<file path="src/rtl/traffic_pkg.sv">
// traffic_pkg: shared light/pedestrian state types and default timing
package traffic_pkg;
   typedef enum logic [1:0] {RED, GREEN, YELLOW} light_t;
   typedef enum logic [2:0] {IDLE, WAIT_RED, WALK, CLEAR, FAULT} ped_state_t;
   localparam int DEF_DEBOUNCE_CYCLES = 4;
   localparam int DEF_WALK_TIME = 3;
   localparam int DEF_CLEAR_TIME = 2;
   localparam int DEF_CNT_W = 4;
   localparam int RED_CYCLES = 6;
   localparam int GREEN_CYCLES = 6;
   localparam int YELLOW_CYCLES = 3;
   function automatic int light_dur(input light_t l);
      return (l == RED) ? RED_CYCLES : (l == GREEN) ? GREEN_CYCLES : YELLOW_CYCLES;
   endfunction
   function automatic light_t light_next(input light_t l);
      return (l == RED) ? GREEN : (l == GREEN) ? YELLOW : RED;
   endfunction
endpackage

</file>
<file path="src/rtl/ped_crossing_ctrl_if.sv">
// ped_crossing_ctrl_if: vehicle lamps and button in, pedestrian lamps out
interface ped_crossing_ctrl_if #(parameter int CNT_W = 4);
   logic             ped_btn;
   logic             veh_red;
   logic             veh_yellow;
   logic             veh_green;
   logic             walk;
   logic             dont_walk;
   logic [CNT_W-1:0] countdown;
   logic             req_pending;
   logic             fault;
   modport master (output ped_btn, veh_red, veh_yellow, veh_green,
                   input walk, dont_walk, countdown, req_pending, fault);
   modport slave (input ped_btn, veh_red, veh_yellow, veh_green,
                  output walk, dont_walk, countdown, req_pending, fault);
endinterface

</file>
<file path="src/rtl/ped_btn_debounce.sv">
// ped_btn_debounce: synchronise raw button, debounce, pulse on accepted press
module ped_btn_debounce #(
   parameter int DEBOUNCE_CYCLES = 4
) (
   input  logic clk,
   input  logic rst,
   input  logic btn_i,
   output logic press_o
);
   localparam int CW = $clog2(DEBOUNCE_CYCLES);
   logic          s1_q, s2_q, lvl_q, diff, flip;
   logic [CW-1:0] cnt_q, cnt_d;
   assign diff  = s2_q ^ lvl_q;
   assign flip  = diff && (cnt_q == CW'(DEBOUNCE_CYCLES - 1));
   assign cnt_d = (diff && !flip) ? cnt_q + 1'b1 : '0;
   // any sample matching the current level clears the run; a full run flips it
   always_ff @(posedge clk)
      if (rst) begin
         s1_q    <= 1'b0;
         s2_q    <= 1'b0;
         lvl_q   <= 1'b0;
         cnt_q   <= '0;
         press_o <= 1'b0;
      end else begin
         s1_q    <= btn_i;
         s2_q    <= s1_q;
         cnt_q   <= cnt_d;
         lvl_q   <= flip ? s2_q : lvl_q;
         press_o <= flip & s2_q;
      end
endmodule

</file>
<file path="src/rtl/ped_crossing_ctrl.sv">
// ped_crossing_ctrl: grants a walk phase at the start of each vehicle red
module ped_crossing_ctrl
   import traffic_pkg::*;
#(
   parameter int DEBOUNCE_CYCLES = DEF_DEBOUNCE_CYCLES,
   parameter int WALK_TIME       = DEF_WALK_TIME,
   parameter int CLEAR_TIME      = DEF_CLEAR_TIME,
   parameter int CNT_W           = DEF_CNT_W
) (
   input logic clk,
   input logic rst,
   ped_crossing_ctrl_if.slave bus
);
   ped_state_t       state_q;
   logic [CNT_W-1:0] timer_q, cd_q;
   logic             red_q, walk_q, dw_q, req_q, fault_q;
   logic             press, lamp_ok, red_rise;

   ped_btn_debounce #(.DEBOUNCE_CYCLES(DEBOUNCE_CYCLES)) u_deb (
      .clk     (clk),
      .rst     (rst),
      .btn_i   (bus.ped_btn),
      .press_o (press)
   );

   assign lamp_ok  = (bus.veh_red ^ bus.veh_yellow ^ bus.veh_green) &
                     ~(bus.veh_red & bus.veh_yellow & bus.veh_green);
   assign red_rise = bus.veh_red & ~red_q;

   assign bus.walk        = walk_q;
   assign bus.dont_walk   = dw_q;
   assign bus.countdown   = cd_q;
   assign bus.req_pending = req_q;
   assign bus.fault       = fault_q;

   // crossing FSM: fault beats abort beats timer expiry beats a new press
   always_ff @(posedge clk)
      if (rst) begin
         state_q <= IDLE;
         timer_q <= '0;
         red_q   <= 1'b1;
         walk_q  <= 1'b0;
         dw_q    <= 1'b1;
         cd_q    <= '0;
         req_q   <= 1'b0;
         fault_q <= 1'b0;
      end else begin
         red_q <= bus.veh_red;
         if (!lamp_ok || state_q == FAULT) begin
            state_q <= FAULT;
            walk_q  <= 1'b0;
            dw_q    <= 1'b1;
            cd_q    <= '0;
            req_q   <= 1'b0;
            fault_q <= 1'b1;
         end else begin
            case (state_q)
               IDLE:
                  if (press) begin
                     state_q <= WAIT_RED;
                     req_q   <= 1'b1;
                  end
               WAIT_RED:
                  if (red_rise) begin
                     state_q <= WALK;
                     timer_q <= CNT_W'(WALK_TIME - 1);
                     req_q   <= 1'b0;
                     walk_q  <= 1'b1;
                     dw_q    <= 1'b0;
                  end
               WALK:
                  if (!bus.veh_red) begin
                     state_q <= req_q ? WAIT_RED : IDLE;
                     walk_q  <= 1'b0;
                     dw_q    <= 1'b1;
                  end else if (timer_q == '0) begin
                     state_q <= CLEAR;
                     timer_q <= CNT_W'(CLEAR_TIME - 1);
                     walk_q  <= 1'b0;
                     dw_q    <= 1'b1;
                     cd_q    <= CNT_W'(CLEAR_TIME);
                  end else begin
                     timer_q <= timer_q - 1'b1;
                  end
               CLEAR:
                  if (!bus.veh_red || timer_q == '0) begin
                     state_q <= req_q ? WAIT_RED : IDLE;
                     dw_q    <= 1'b1;
                     cd_q    <= '0;
                  end else begin
                     timer_q <= timer_q - 1'b1;
                     dw_q    <= ~dw_q;
                     cd_q    <= timer_q;
                     req_q   <= req_q | press;
                  end
               default: state_q <= FAULT;
            endcase
         end
      end
endmodule

</file>
<file path="src/flat_wrapper.sv">
// flat-port wrapper written by rule: the top's interface ports become plain ports
module ped_crossing_ctrl_flat import traffic_pkg::*;
#(
   parameter int DEBOUNCE_CYCLES = DEF_DEBOUNCE_CYCLES,
   parameter int WALK_TIME       = DEF_WALK_TIME,
   parameter int CLEAR_TIME      = DEF_CLEAR_TIME,
   parameter int CNT_W           = DEF_CNT_W
)
  (clk, rst, bus_ped_btn, bus_veh_red, bus_veh_yellow, bus_veh_green, bus_walk, bus_dont_walk, bus_countdown, bus_req_pending, bus_fault);
  ped_crossing_ctrl_if #(.CNT_W(CNT_W)) bus_i ();
  input logic clk;
  input logic rst;
  input wire logic [$bits(bus_i.ped_btn)-1:0] bus_ped_btn;
  input wire logic [$bits(bus_i.veh_red)-1:0] bus_veh_red;
  input wire logic [$bits(bus_i.veh_yellow)-1:0] bus_veh_yellow;
  input wire logic [$bits(bus_i.veh_green)-1:0] bus_veh_green;
  output wire logic [$bits(bus_i.walk)-1:0] bus_walk;
  output wire logic [$bits(bus_i.dont_walk)-1:0] bus_dont_walk;
  output wire logic [$bits(bus_i.countdown)-1:0] bus_countdown;
  output wire logic [$bits(bus_i.req_pending)-1:0] bus_req_pending;
  output wire logic [$bits(bus_i.fault)-1:0] bus_fault;
  assign bus_i.ped_btn = bus_ped_btn;
  assign bus_i.veh_red = bus_veh_red;
  assign bus_i.veh_yellow = bus_veh_yellow;
  assign bus_i.veh_green = bus_veh_green;
  assign bus_walk = bus_i.walk;
  assign bus_dont_walk = bus_i.dont_walk;
  assign bus_countdown = bus_i.countdown;
  assign bus_req_pending = bus_i.req_pending;
  assign bus_fault = bus_i.fault;
  ped_crossing_ctrl #(.DEBOUNCE_CYCLES(DEBOUNCE_CYCLES), .WALK_TIME(WALK_TIME), .CLEAR_TIME(CLEAR_TIME), .CNT_W(CNT_W)) u_core (.clk(clk), .rst(rst), .bus(bus_i));
endmodule
</file>
<file path="config.mk">
export PLATFORM = sky130hd
export DESIGN_NAME = ped_crossing_ctrl_flat
export DESIGN_NICKNAME = d
export VERILOG_FILES = /design/src/rtl/traffic_pkg.sv /design/src/rtl/ped_crossing_ctrl_if.sv /design/src/rtl/ped_btn_debounce.sv /design/src/rtl/ped_crossing_ctrl.sv /design/src/flat_wrapper.sv
export SDC_FILE = /design/constraint.sdc
export NUM_CORES = 1
export LEC_CHECK = 0
export CORE_MARGIN = 2
export CORE_UTILIZATION = 30
export CTS_CLUSTER_DIAMETER = 200
export DETAILED_ROUTE_END_ITERATION = 12
export GPL_ROUTABILITY_DRIVEN = 0
export SETUP_SLACK_MARGIN = 0.5
export SYNTH_ARGS = -nofsm -noshare
export SYNTH_HDL_FRONTEND = slang
export SYNTH_SLANG_ARGS = --single-unit
</file>
<file path="constraint.sdc">
create_clock -name clk -period 2.4 [get_ports clk]
set_clock_uncertainty 0.1 [all_clocks]
set_input_delay 0.48 -clock clk [delete_from_list [all_inputs] [get_ports clk]]
set_output_delay 0.48 -clock clk [all_outputs]
set_load 0.02 [all_outputs]
</file>
==> impl_metrics.csv <==
group,metric,value,unit
place,place_area,1300,um2
synth,yosys_warnings,0,
timing,setup-tns-final,0,ns
synth,synth.top_cell.area_share,0.407,
synth,netlist_area,1080,um2
routing,drtIter0Drc,47,
cts,numCtsBuffers,3,
worst_setup_path,crit_family,"buffers and inverters",
cts,cts.reportedPaths.clkPinSlew,0.12,ns
finish,design_area,1410,um2
finish,n_antenna_cell,0,
outcome,outcome,"complete, no violations",
pwr,p_int,0.576,mW
finish,syn2layout_area_growth,30.3,%
pwr,switchingPower,0.156,mW
routing,drc,0,
synth,avgSynthCellArea,9.01,um2
synth,synth_seq_cells,22,
die,coreArea,3390,um2
worst_setup_path,reg2reg_setup_slack,0.60,ns
synth,syn-num-nets,130,
worst_setup_path,critPathMaxFanout,2,
place,port_buffers,13,
timing,finalSetupViolations,0,
timing,rsz0062_at_grt,"no",
cts,postCtsHoldBufs,0,
grt,grt_pass1_wl,3860,um
worst_setup_path,criticalPathCategory,"flop to output pin",
worst_setup_path,cp_cell_sequence,"clkdlybuf4s50_1",
timing,relSlewSlack,0.721,
cts,cts_sinks,22,
cts,clk_latency,0.31,ns
place,place_ws,-0.187,ns
grt,grt.total_usage,0.119,
min_path,min_path_type,"flop to flop",
timing,hold_viol,0,
cts,htreeDepth,1,
worst_setup_path,crit_end,"bus_countdown[2]",
cts,tritoncts,"built",
worst_setup_path,end_kind,"output pin",
die,fp.dieH,64.0,um
place,dpl.hpwl,1680,um
place,place_inst,180,
worst_setup_path,r2r_start,"u_core.timer_q[1]",
synth,syn_inst,120,
timing,fmax,538,MHz
routing,vias,949,
timing,worstMarginPinSlew,0.417,ns
grt,grt_max_degree,14,
die,die_area,4100,um2
cts,root_buffer,"clkbuf_4",
timing,report.final.slew_viol_count,0,
timing,setup_slack,0.541,ns
pwr,pwr-share-comb,0.097,
worst_setup_path,cp-startpoint,"u_core.bus.countdown[2]",
worst_setup_path,cp_data_required_time,1.82,ns
pwr,powerDensity,520,nW/um2
grt,antenna_found_initial,0,
pwr,ir_drop,0.000353,V
worst_setup_path,slowest_delay,0.61,ns
finish,n_fill_cell,339,
timing,timing.hold.ws,0.326,ns
routing,first_pass_iters,4,
worst_setup_path,arrival,1.28,ns
timing,finalCriticalPeriod,1.86,ns
die,die_x,64.0,um
worst_setup_path,r2r_cells,6,
pwr,power_frac_seq,0.515,
routing,ant_nets,0,
worst_setup_path,crit_buf_inv,1,
cts,clockBufferDepth,2,
die,rows,21,
finish,finalNonFillerCells,184,
timing,period_share,0.774,
die,initial_utilization,0.319,
die,num_io_pins,14,
finish,drive_gt1_frac,0.217,
pwr,clkPwrFrac,0.388,
routing,wl_per_cell,11.9,um
pwr,switching_share,0.213,
synth,synth.distinct_cells,42,
synth,synth.area.top_cells,"dfxtp_1 41%, ha_1 4.6%, nor2_1 4.2%",
grt,first_global_vias,862,
worst_setup_path,slowest_stage,"clkdlybuf4s50_1",
grt,grt_overflow,0,
pwr,p_leak,0.566,nW
worst_setup_path,crit_cells,1,
synth,yosysSeqAreaShare,0.407,
synth,synth_top_cell_by_area,"dfxtp_1",
worst_setup_path,timing.rr.end,"u_core.bus.dont_walk",
routing,viasPerCell,5.16,
routing,drt_wl_total,2190,um
worst_setup_path,setup.worst_path.start_class,"flop",
job,maxCapViolCount,0,
finish,layout.nets,149,
-- layout by cell type, fill, tap and decap left out, drive strengths merged, types with 5 or more instances in the layout --
cell type / netlist / layout
dfxtp: 22 / 22
inv: 10 / 10
nor2b: 5 / 5
dlymetal6s2s: 0 / 6
a21oi: 8 / 8
buf: 2 / 9
o21ai: 6 / 6
nor2: 12 / 12
-- Yosys cell counts, drive strengths merged --
cell      n
dfxtp    22
nor2     12
inv      10
a21oi     8
o21ai     6
nor2b     5
clkbuf    4
ha        4
nand2     4
a211oi    3
and2      3
nor3      3
a221o     2
a221oi    2
a22oi     2
buf       2
nand2b    2
nand3     2
nor4bb    2
o2111ai   2
o32ai     2
or3b      2
a211o     1
a21o      1
a311oi    1
a31oi     1
a32oi     1
and3b     1
mux2i     1
nor3b     1
o2111a    1
o211a     1
o22ai     1
o311a     1
o31ai     1
or2       1
or3       1
xnor2     1
-- kinds of logic (layout without fill, tap and decap cells) --
logic type      after synthesis  after routing  share of synthesized area
compound gates               37             37                      0.263
xor+xnor                      1              1                    0.00810
fa+ha+maj                     4              4                     0.0463
buf+inv                      16             34                     0.0637
flops                        22             22                      0.407
mux                           1              1                    0.00926
simple gates                 39             39                      0.203
-- through the flow --
stage / utilization / total power, mW
floorplan: - / 0.425
global placement: 0.384 / 0.454
detailed placement: 0.384 / 0.455
CTS: 0.405 / 0.741
global route: 0.416 / 0.761
finish: 0.416 / 0.732
-- flip-flops by register name, indices dropped and copies added, names as in the netlist --
name and count:
u_core.bus.fault 1, u_core.u_deb.press_o 1, u_core.timer_q 4, u_core.u_deb.cnt_q 2, u_core.state_q 3, u_core.bus.dont_walk 1
u_core.bus.countdown 4, u_core.bus.walk 1, u_core.bus.req_pending 1, u_core.red_q 1, u_core.u_deb.s1_q 1, u_core.u_deb.lvl_q 1
u_core.u_deb.s2_q 1
-- layout make-up --
type	instances	area, um2	area share
clock buffer	3	22.5	0.0160
sequential	22	445	0.316
timing repair buffer	20	194	0.138
multi-input combinational	82	622	0.441
clock inverter	1	30.0	0.0213
tap	46	57.6	0.0409
inverter	10	37.5	0.0266
-- power by group through the flow --
stage | registers [mW] | logic (mW) | clock network [mW]
after global routing | 0.379 | 0.0782 | 0.305
after detailed placement | 0.386 | 0.0683 | 0
after CTS | 0.379 | 0.0706 | 0.292
after floorplan | 0.383 | 0.0420 | 0
after global placement | 0.386 | 0.0673 | 0
final | 0.377 | 0.0709 | 0.284
-- worst min path at each step --
stage | endpoint | start | cells past startpoint
floorplan | u_core.u_deb.cnt_q[0] | u_core.u_deb.cnt_q[0] | 1
global placement | u_core.u_deb.cnt_q[0] | u_core.u_deb.cnt_q[0] | 1
detailed placement | u_core.u_deb.cnt_q[0] | u_core.u_deb.cnt_q[0] | 1
CTS | u_core.u_deb.cnt_q[0] | u_core.u_deb.cnt_q[0] | 1
global route | u_core.u_deb.cnt_q[0] | u_core.u_deb.cnt_q[0] | 1
finish | u_core.u_deb.cnt_q[0] | u_core.u_deb.cnt_q[0] | 1
-- per-layer routing --
metal / up-vias / wire length, um / GRT usage
met3: 2 / 107 / 0.0370
met1: 449 / 1020 / 0.153
met5: - / 0 / 0
met2: 15 / 1040 / 0.194
li1: 483 / - / -
met4: 0 / 14 / 0.0245
-- what timing repair did --
| action | 4_1_cts | 5_1_grt |
|---|---|---|
| hold endpoints to repair | 0 | 0 |
| setup endpoints to repair | 14 | 12 |
| buffers inserted | 0 | 0 |
| pin swaps | 2 | 1 |
| gates resized for setup | 15 | 14 |
Note: power is estimated with default switching activity, not from simulation.
